## src/rtl/cu_mcycle_sequencer_pkg.sv

```systemverilog
// Shared control-unit definitions: sequencer state encoding, timing
// constants and the effective M-cycle count helper.
package cu_mcycle_sequencer_pkg;

   localparam int T_PER_M = 4;  // T-states per M-cycle (power of two)
   localparam int MAX_M   = 6;  // max M-cycles per instruction, fetch included
   localparam int IRQ_M   = 5;  // M-cycles of interrupt dispatch
   localparam int MW      = 3;  // width of the M-cycle index/count
   localparam int TW      = 2;  // width of the T-state counter

   // Last T-state of an M-cycle, and the T-state where memory is sampled
   localparam logic [TW-1:0] T_LAST   = TW'(T_PER_M - 1);
   localparam logic [TW-1:0] T_SAMPLE = TW'(2);

   typedef enum logic [1:0] {
      ST_FETCH = 2'd0,
      ST_EXEC  = 2'd1,
      ST_IRQ   = 2'd2,
      ST_HALT  = 2'd3
   } cu_state_e;

   // Effective instruction length: an invalid opcode runs as a 1-M NOP,
   // a zero count is treated as 1 and long counts saturate at MAX_M.
   function automatic logic [MW-1:0] eff_mcycles(input logic          op_valid,
                                                 input logic [MW-1:0] op_mcycles);
      logic [MW-1:0] n;
      if (!op_valid || (op_mcycles == '0)) begin
         n = MW'(1);
      end else if (op_mcycles > MW'(MAX_M)) begin
         n = MW'(MAX_M);
      end else begin
         n = op_mcycles;
      end
      return n;
   endfunction

endpackage

```

## src/rtl/cu_mcycle_sequencer_tstate.sv

```systemverilog
// T-state wrap counter. Advances on every qualified tick; a wait request
// only stalls at the memory sample point. Flags the last T of an M-cycle.
module cu_tstate_counter
   import cu_mcycle_sequencer_pkg::*;
(
   input  logic          i_Clk,
   input  logic          i_Reset,
   input  logic          i_Enable,
   input  logic          i_Wait,
   output logic [TW-1:0] o_Tstate,
   output logic          o_Tick,
   output logic          o_M_Boundary
);

   logic [TW-1:0] tstate_q;
   logic [TW-1:0] tstate_d;

   // Tick qualification and next T-state (wraps naturally at T_PER_M)
   always_comb begin
      // NOTE: every output of a combinational block gets a value on every path, otherwise a latch is inferred.
      o_Tick       = i_Enable && !(i_Wait && (tstate_q == T_SAMPLE));
      o_M_Boundary = o_Tick && (tstate_q == T_LAST);
      tstate_d     = o_Tick ? (tstate_q + TW'(1)) : tstate_q;
   end

   // T-state register with synchronous reset
   always_ff @(posedge i_Clk) begin
      // NOTE: registers are updated with non-blocking assignments so all flops see pre-edge values.
      if (i_Reset) begin
         tstate_q <= '0;
      end else begin
         tstate_q <= tstate_d;
      end
   end

   assign o_Tstate = tstate_q;

endmodule

```

## src/rtl/cu_mcycle_sequencer.sv

```systemverilog
// Control-unit M-cycle sequencer: tracks fetch/execute/interrupt/halt,
// the M-cycle index within an instruction, and drives the step counter's
// enable/reset pair once per M-cycle.
module cu_mcycle_sequencer
   import cu_mcycle_sequencer_pkg::*;
(
   input  logic          i_Clk,
   input  logic          i_Reset,
   input  logic          i_Enable,
   input  logic          i_Op_Valid,
   input  logic [MW-1:0] i_Op_Mcycles,
   input  logic          i_Wait,
   input  logic          i_Halt_Req,
   input  logic          i_Irq_Pending,
   output logic [1:0]    o_Tstate,
   output logic [MW-1:0] o_Mcycle,
   output logic          o_Step_Enable,
   output logic          o_Step_Reset,
   output logic          o_Fetch,
   output logic          o_Irq_Ack,
   output logic          o_Halted,
   output logic [1:0]    o_State
);

   cu_state_e     state_q, state_d;
   logic [MW-1:0] mcycle_q, mcycle_d;
   logic [MW-1:0] n_q, n_d;
   logic [MW-1:0] n_fetch;
   logic [TW-1:0] tstate;
   logic          tick;
   logic          m_boundary;
   logic          step_en;
   logic          step_rst;

   cu_tstate_counter u_tstate (
      .i_Clk        (i_Clk),
      .i_Reset      (i_Reset),
      .i_Enable     (i_Enable),
      .i_Wait       (i_Wait),
      .o_Tstate     (tstate),
      .o_Tick       (tick),
      .o_M_Boundary (m_boundary)
   );

   assign n_fetch = eff_mcycles(i_Op_Valid, i_Op_Mcycles);

   // Next-state, M-cycle index and step-counter control at M-boundaries
   always_comb begin
      state_d  = state_q;
      mcycle_d = mcycle_q;
      n_d      = n_q;
      step_en  = 1'b0;
      step_rst = 1'b0;
      if (m_boundary) begin
         case (state_q)
            ST_FETCH: begin
               step_en = 1'b1;
               n_d     = n_fetch;
               if (i_Irq_Pending) begin
                  // Fetched opcode is dropped; dispatch starts from M0
                  state_d  = ST_IRQ;
                  mcycle_d = '0;
                  step_rst = 1'b1;
               end else if (i_Op_Valid && i_Halt_Req) begin
                  state_d  = ST_HALT;
                  mcycle_d = '0;
                  step_rst = 1'b1;
               end else if (n_fetch == MW'(1)) begin
                  step_rst = 1'b1;
               end else begin
                  state_d  = ST_EXEC;
                  mcycle_d = MW'(1);
               end
            end
            ST_EXEC: begin
               step_en = 1'b1;
               if (mcycle_q == (n_q - MW'(1))) begin
                  state_d  = ST_FETCH;
                  mcycle_d = '0;
                  step_rst = 1'b1;
               end else begin
                  mcycle_d = mcycle_q + MW'(1);
               end
            end
            ST_IRQ: begin
               step_en = 1'b1;
               if (mcycle_q == MW'(IRQ_M - 1)) begin
                  state_d  = ST_FETCH;
                  mcycle_d = '0;
                  step_rst = 1'b1;
               end else begin
                  mcycle_d = mcycle_q + MW'(1);
               end
            end
            ST_HALT: begin
               // Wake-up only returns to fetch; dispatch follows at the
               // next fetch boundary if the interrupt is still pending.
               mcycle_d = '0;
               if (i_Irq_Pending) begin
                  state_d = ST_FETCH;
               end
            end
            default: begin
               state_d  = ST_FETCH;
               mcycle_d = '0;
            end
         endcase
      end
   end

   // State, M-cycle index and latched instruction length
   always_ff @(posedge i_Clk) begin
      if (i_Reset) begin
         state_q  <= ST_FETCH;
         mcycle_q <= '0;
         n_q      <= MW'(1);
      end else begin
         state_q  <= state_d;
         mcycle_q <= mcycle_d;
         n_q      <= n_d;
      end
   end

   // Reset also resets the step counter so it restarts at step 0
   assign o_Step_Enable = i_Reset | step_en;
   assign o_Step_Reset  = i_Reset | step_rst;
   assign o_Irq_Ack     = !i_Reset && tick && (state_q == ST_IRQ) &&
                          (tstate == '0) && (mcycle_q == '0);
   assign o_Fetch       = (state_q == ST_FETCH) && (mcycle_q == '0);
   assign o_Halted      = (state_q == ST_HALT);
   assign o_State       = state_q;
   assign o_Tstate      = tstate;
   assign o_Mcycle      = mcycle_q;

endmodule

```

## config.mk

```make
export PLATFORM = sky130hd
export DESIGN_NAME = cu_mcycle_sequencer
export DESIGN_NICKNAME = d
export VERILOG_FILES = /design/src/rtl/cu_mcycle_sequencer_pkg.sv /design/src/rtl/cu_mcycle_sequencer_tstate.sv /design/src/rtl/cu_mcycle_sequencer.sv
export SDC_FILE = /design/constraint.sdc
export NUM_CORES = 1
export LEC_CHECK = 0
export ABC_AREA = 0
export ABC_CLOCK_PERIOD_IN_PS = 1800
export CAP_MARGIN = 20
export CORE_ASPECT_RATIO = 0.6
export CORE_MARGIN = 2
export CORE_UTILIZATION = 23
export DETAILED_ROUTE_END_ITERATION = 16
export HOLD_SLACK_MARGIN = 0.1
export PLACE_DENSITY = 0.48
export SETUP_SLACK_MARGIN = 0.1
export SYNTH_ARGS = -nofsm -noshare
export SYNTH_HDL_FRONTEND = slang
export SYNTH_SLANG_ARGS = --single-unit
```

## constraint.sdc

```tcl
create_clock -name i_Clk -period 1.8 [get_ports i_Clk]
set_clock_uncertainty 0.15 [all_clocks]
set_input_delay 0.36 -clock i_Clk [delete_from_list [all_inputs] [get_ports i_Clk]]
set_output_delay 0.36 -clock i_Clk [all_outputs]
set_load 0.02 [all_outputs]
```

==> results.sh, run 1 <==
export IMPL_dpl_cell_area_mm2=0.00143
export IMPL_vias=961
export IMPL_ys_types=34
export IMPL_drive_gt1_share_pct=58.6
export IMPL_drtIter0Drc=19
export IMPL_holdPathEnd="n_q[2]"
export IMPL_dp_slack_ns=-0.831
export IMPL_arrival_ns=1.72
export IMPL_hold_buffers=0
export IMPL_min_delay_start="n_q[2]"
export IMPL_slew_headroom_pct=74.2
export IMPL_wl_per_cell_um=13.0
export IMPL_hold_depth=2
export IMPL_grt_pass1_vias=911
export IMPL_synth_top_area_cell="dfxtp_1"
export IMPL_grtUsageTotal_pct=15.9
export IMPL_drv_slew=0
export IMPL_crit_start="n_q[1]"
export IMPL_routed_wl_um=2730
export IMPL_synth_edf_count=0
export IMPL_vias_per_cell=4.55
export IMPL_area_growth_pct=126
export IMPL_fp_dieW_um=77.1
export IMPL_grt_first_pass_wirelength_um=4370
export IMPL_regToRegEndpoint="o_Mcycle[1]"
export IMPL_fin_area_mm2=0.00166
export IMPL_grt_overflow_total=0
export IMPL_routabilityCongestion=0.831
export IMPL_layout_setup_ws_ns=-0.434
export IMPL_finalCritPeriodShare_pct=124
export IMPL_antenna_found_initial=0
export IMPL_yosysWarnings=0
export IMPL_outcome="finished, violations left"
export IMPL_synth_area_um2=737
export IMPL_cellPowerDensity_mw_per_mm2=392
export IMPL_row_count=15
export IMPL_ir_drop_v=0.000210
export IMPL_hp_class="reg -> reg"
export IMPL_whs_ns=0.308
export IMPL_startpoint_type="flip-flop"
export IMPL_cts_root_buf="clkbuf_8"
export IMPL_die_h_um=47.8
export IMPL_yosysSeqAreaShare_pct=27.2
export IMPL_cts_buffers_inserted=3
export IMPL_min_period_ns=2.23
export IMPL_crit_type="reg -> out"
export IMPL_ys_ff_latch=10
export IMPL_core_area_mm2=0.00297
export IMPL_initial_core_util_pct=24.9
export IMPL_drc_errors=0
export IMPL_drtPass1Iterations=4
export IMPL_worstMarginPinSlew_ns=0.387
export IMPL_antenna_diode_count=0
export IMPL_required_ns=1.29
export IMPL_async_reset_ff_share_pct=0
export IMPL_path_max_fanout=2
export IMPL_clock_path_buffers=2
export IMPL_syn_num_nets=107
export IMPL_grt_max_degree=11
export IMPL_port_buffers=21
export IMPL_hold_viol=0
export IMPL_fmax_ghz=0.448
export IMPL_h_tree_depth=1
export IMPL_rsz0062_at_grt="true"
export IMPL_r2r_cells=10
export IMPL_power_uw=652
export IMPL_fin_nets=186
export IMPL_cts_tree="yes"
export IMPL_ff2ff_setup_slack_ns=-0.31
export IMPL_ios=22
export IMPL_synthTopCellsByArea="dfxtp_1 27%, ha_1 10%, inv_1 6.1%, a21oi_1 5.4%, nand2_1 4.6%"
export IMPL_dp_hpwl_um=1980
export IMPL_endpoint_kind="primary output"
export IMPL_p_leak_uw=0.000750
export IMPL_fin_util_pct=56.1
export IMPL_yosys_area_top_type_share_pct=27.2
export IMPL_ys_flop_type="dfxtp_1"
export IMPL_timing_rr_start="n_q[1]"
export IMPL_postSynthCellCount=91
export IMPL_clock_sinks=10
export IMPL_path_clk_slew_ns=0.05
export IMPL_violations="negative setup slack"
export IMPL_clk_latency_ns=0.24
export IMPL_syn_area_per_cell_um2=8.10
export IMPL_die_area_mm2=0.00369
export IMPL_drtAntennaViolNets=0
export IMPL_maxCapViolCount=0
export IMPL_fillerInstances=290
export IMPL_setup_viol=9
-- critical path, cell delays in order, from the launching register on --
cell      delay, ns
dfxtp_2        0.33
inv_2          0.04
ha_4           0.27
xor2_4         0.15
nand3_2        0.08
or3_4          0.35
a21boi_4       0.13
buf_6          0.13
-- registers in the layout (all words and copies together), names as in the netlist --
signal and cells:
o_Mcycle 3, n_q 3, o_State 2, u_tstate.o_Tstate 2
-- what timing repair did --
action,CTS,global route
setup buffers,6,8
gates resized for setup,55,13
pin swaps,16,11
cloned,0,0
setup endpoints to repair,17,12
-- report_power, final --
group	internal, uW	leakage, uW	switching [uW]
sequential	224	0.0000847	6.15
combinational	93.0	0.000643	74.2
clock	156	0.0000228	98.5
total	473	0.000750	179
-- stage by stage --
step | setup TNS, ns | cells
2_1_floorplan | -0.168 | 91
3_3_place_gp | -4.96 | 193
3_5_place_dp | -5.09 | 193
4_1_cts | -2.01 | 203
5_1_grt | -2.63 | 211
6_report | -2.08 | 211
-- Yosys cell counts, types with 2 or more instances --
cell type  count
inv_1         12
mux2i_1        2
nand2b_1       2
dfxtp_1       10
o21ai_0        3
xor2_1         2
nand4_1        2
nand3_1        4
nand2_1        9
a21boi_0       2
a21oi_1        8
ha_1           6
nor2_1         7
clkbuf_1       2
-- layout by cell type (no fill, tap or decap), drive strengths merged, types with 2 or more instances in the layout --
cell type | Yosys | final
dfxtp | 10 | 10
a21boi | 2 | 2
nand3 | 4 | 4
clkdlybuf4s50 | 0 | 3
buf | 0 | 60
o21ai | 4 | 4
a21oi | 8 | 8
mux2i | 2 | 2
nand2 | 9 | 9
nand4 | 2 | 2
dlygate4sd2 | 0 | 12
xor2 | 2 | 2
a311oi | 3 | 3
inv | 12 | 12
nor2 | 7 | 7
clkbuf | 2 | 4
ha | 6 | 6
nand2b | 2 | 2
-- how the worst max path moves through the flow --
stage                         endpoint
final                     o_Step_Reset
after global routing      o_Step_Reset
after CTS                 o_Step_Reset
after detailed placement  o_Step_Reset
after global placement    o_Step_Reset
after floorplan           o_Step_Reset
-- layout make-up --
class / instances / area [um^2] / area share, %
sequential: 10 / 218 / 13.1
timing repair buffer: 76 / 631 / 37.9
clock buffer: 4 / 45.0 / 2.71
inverter: 12 / 50.0 / 3.01
tap: 42 / 52.6 / 3.16
multi-input combinational: 67 / 667 / 40.1
-- per-layer routing --
metal / routed length (um) / share of wire, % / GRT usage (%)
met2: 1240 / 45 / 26.8
met3: 120 / 4.4 / 4.15
met5: 0 / 0 / 0
met1: 1350 / 49 / 20.9
met4: 27 / 0.99 / 4.29
-- cell families (layout without fill, tap and decap cells) --
logic type,Yosys count,count (layout),synth area share (%)
AO/OA/AOI/OAI,24,24,25.3
XOR/XNOR,3,3,5.43
adder cells (fa/ha/maj),7,7,11.5
buffers and inverters,14,92,7.13
flip-flops,10,10,27.2
multiplexers,2,2,2.72
AND/OR/NAND/NOR,31,31,20.7
No activity file was read; power rests on OpenSTA's default activity.
==> run 2: changes to the inputs <==
ABC_CLOCK_PERIOD_IN_PS = 1900   (was 1800)
PLACE_DENSITY = 0.53   (was 0.48)
clock period = 1.9 ns   (was 1.8 ns; I/O delays follow)
==> run 2 against run 1 <==
Against the previous run: the flow still finishes with violations (negative setup slack); utilization fell by 2.5 points; first-iteration DRC count up 16%; via count decreased by 6.3%; register-to-register slack better by 0.25 ns; wire length is 7.0% lower; design area shrank 4.5%; sequential power fell by 5%; combinational power is 2% lower; worst setup slack better by 0.056 ns; final cell count fell by 4.7%; largest power group unchanged.
==> results.sh, run 2 (same netlist as run 1, synthesis figures left out) <==
export IMPL_dp_hpwl_um=1940
export IMPL_hold_buffers=0
export IMPL_row_count=15
export IMPL_outcome="finished, violations left"
export IMPL_grtUsageTotal_pct=14.6
export IMPL_drv_slew=0
export IMPL_initial_core_util_pct=24.9
export IMPL_maxCapViolCount=0
export IMPL_die_h_um=47.8
export IMPL_hp_class="reg -> reg"
export IMPL_required_ns=1.37
export IMPL_fillerInstances=302
export IMPL_h_tree_depth=1
export IMPL_vias=900
export IMPL_grt_pass1_vias=826
export IMPL_startpoint_type="flip-flop"
export IMPL_power_frac_comb_pct=24.7
export IMPL_violations="negative setup slack"
export IMPL_mostFrequentLayoutCells="40 x buf_4, 10 x dlygate4sd2_1, 9 x nand2_1, 9 x buf_6, 8 x a21oi_1"
export IMPL_drtIter0Drc=22
export IMPL_grt_first_pass_wirelength_um=4000
export IMPL_cts_root_buf="clkbuf_8"
export IMPL_cts_buffers_inserted=3
export IMPL_slowest_stage="or3_4"
export IMPL_crit_path_max_incr_delay_ns=0.35
export IMPL_arrival_ns=1.75
export IMPL_multi_input_area_um2=658
export IMPL_regArea_um2=218
export IMPL_grt_overflow_total=0
export IMPL_routabilityCongestion=0.752
export IMPL_setup_viol=6
export IMPL_die_area_mm2=0.00369
export IMPL_routed_wl_um=2540
export IMPL_swShare_pct=25.9
export IMPL_ir_drop_v=0.000227
export IMPL_p_sw_uw=171
export IMPL_fmax_ghz=0.439
export IMPL_p_int_uw=489
export IMPL_path_buf_inv=2
export IMPL_area_growth_pct=115
export IMPL_clock_sinks=10
export IMPL_hold_viol=0
export IMPL_clock_path_buffers=2
export IMPL_worstMarginPinSlew_ns=0.304
export IMPL_endpoint_kind="primary output"
export IMPL_r2r_cells=9
export IMPL_hold_depth=2
export IMPL_clk_latency_ns=0.24
export IMPL_crit_start="n_q[1]"
export IMPL_pwr_share_clk_pct=42.3
export IMPL_p_seq_share_pct=33.0
export IMPL_ff2ff_setup_slack_ns=-0.06
export IMPL_fin_util_pct=53.5
export IMPL_antenna_diode_count=0
export IMPL_port_buffers=21
export IMPL_drive_gt1_share_pct=56.6
export IMPL_critPathTopFamily="simple AND/OR/NAND/NOR gates"
export IMPL_cellPowerDensity_mw_per_mm2=416
export IMPL_drc_errors=0
export IMPL_path_clk_slew_ns=0.05
export IMPL_mostFrequentLayoutCell="buf_4"
export IMPL_crit_type="reg -> out"
export IMPL_setup_tns_ns=-0.644
export IMPL_antenna_found_initial=0
export IMPL_whs_ns=0.305
export IMPL_holdPathEnd="n_q[2]"
export IMPL_path_max_fanout=2
export IMPL_p_leak_uw=0.000698
export IMPL_wl_per_cell_um=12.6
export IMPL_core_area_mm2=0.00297
export IMPL_rsz0062_at_grt="true"
export IMPL_min_period_ns=2.28
export IMPL_slew_headroom_pct=79.7
export IMPL_grt_max_degree=10
export IMPL_crit_chain="inv_2 > ha_4 > xor2_2 > nand3_1 > or3_4 > a21boi_4 > buf_6"
export IMPL_drtPass1Iterations=2
export IMPL_timing_rr_start="u_tstate.o_Tstate[0]"
export IMPL_finalCritPeriodShare_pct=120
export IMPL_cts_tree="yes"
export IMPL_drtAntennaViolNets=0
export IMPL_layout_setup_ws_ns=-0.378
export IMPL_min_delay_start="n_q[2]"
export IMPL_vias_per_cell=4.48
export IMPL_fp_dieW_um=77.1
export IMPL_fin_nets=176
export IMPL_ios=22
export IMPL_regToRegEndpoint="o_Mcycle[0]"
==> run 2: cell count changes in the layout (fill, tap and decap cells not counted), moves of 2 or more <==
cell | previous run | this run
buf_4 | 49 | 40
a21oi_1 | 6 | 8
a21oi_2 | 2 | 0
clkdlybuf4s50_1 | 3 | 5
dlygate4sd2_1 | 12 | 10
ha_4 | 3 | 5
inv_2 | 4 | 6
==> run 2: worst reg2reg max path, delay by kind of cell (launching register included) <==
family          cells  cell delay, ns
flops               1            0.35
buf+inv             4            0.45
fa+ha+maj           1            0.15
compound gates      3            0.71
simple gates        1            0.05
==> run 2: repair_timing <==
| item | in CTS | in global routing |
|---|---|---|
| gates resized for setup | 58 | 12 |
| setup endpoints to repair | 17 | 10 |
| gates cloned | 0 | 0 |
| buffers inserted | 11 | 1 |
| pin swaps | 15 | 5 |
==> run 2: layer usage <==
metal	vias to the layer above	GRT usage (%)	wire, um
met1	419	18.2	1230
li1	461	-	-
met3	4	5.09	102
met4	0	3.21	14
met2	16	25.6	1200
met5	-	0	0
==> run 2: final cells by class <==
type / count / area share [%]
flip-flops and latches: 10 / 13.7
clock buffers: 4 / 3.47
repair buffers: 66 / 35.1
well taps: 42 / 3.31
inverters: 12 / 2.99
multi-input cells: 67 / 41.5
==> run 2: how the worst max path moves through the flow <==
stage / endpoint / cells past startpoint / slack, ns
2_1_floorplan: o_Step_Reset / 6 / -0.10
3_3_place_gp: o_Step_Reset / 5 / -0.70
3_5_place_dp: o_Step_Reset / 6 / -0.72
4_1_cts: o_Step_Reset / 7 / -0.40
5_1_grt: o_Step_Reset / 7 / -0.47
6_report: o_Step_Reset / 7 / -0.38
==> run 2: power groups by stage <==
stage / Combinational [uW] / Clock [uW] / Sequential [uW]
after global placement: 145 / 0 / 224
after CTS: 150 / 288 / 219
final: 163 / 279 / 218
after floorplan: 52.7 / 0 / 229
after global routing: 176 / 295 / 219
after detailed placement: 146 / 0 / 224
==> run 2: stage by stage <==
step | area (um^2) | power [uW] | setup slack [ns] | cells
2_1_floorplan | 848 | 282 | -0.104 | 91
3_3_place_gp | 1400 | 369 | -0.697 | 190
3_5_place_dp | 1400 | 370 | -0.723 | 190
4_1_cts | 1530 | 658 | -0.400 | 200
5_1_grt | 1590 | 689 | -0.468 | 201
6_report | 1590 | 660 | -0.378 | 201
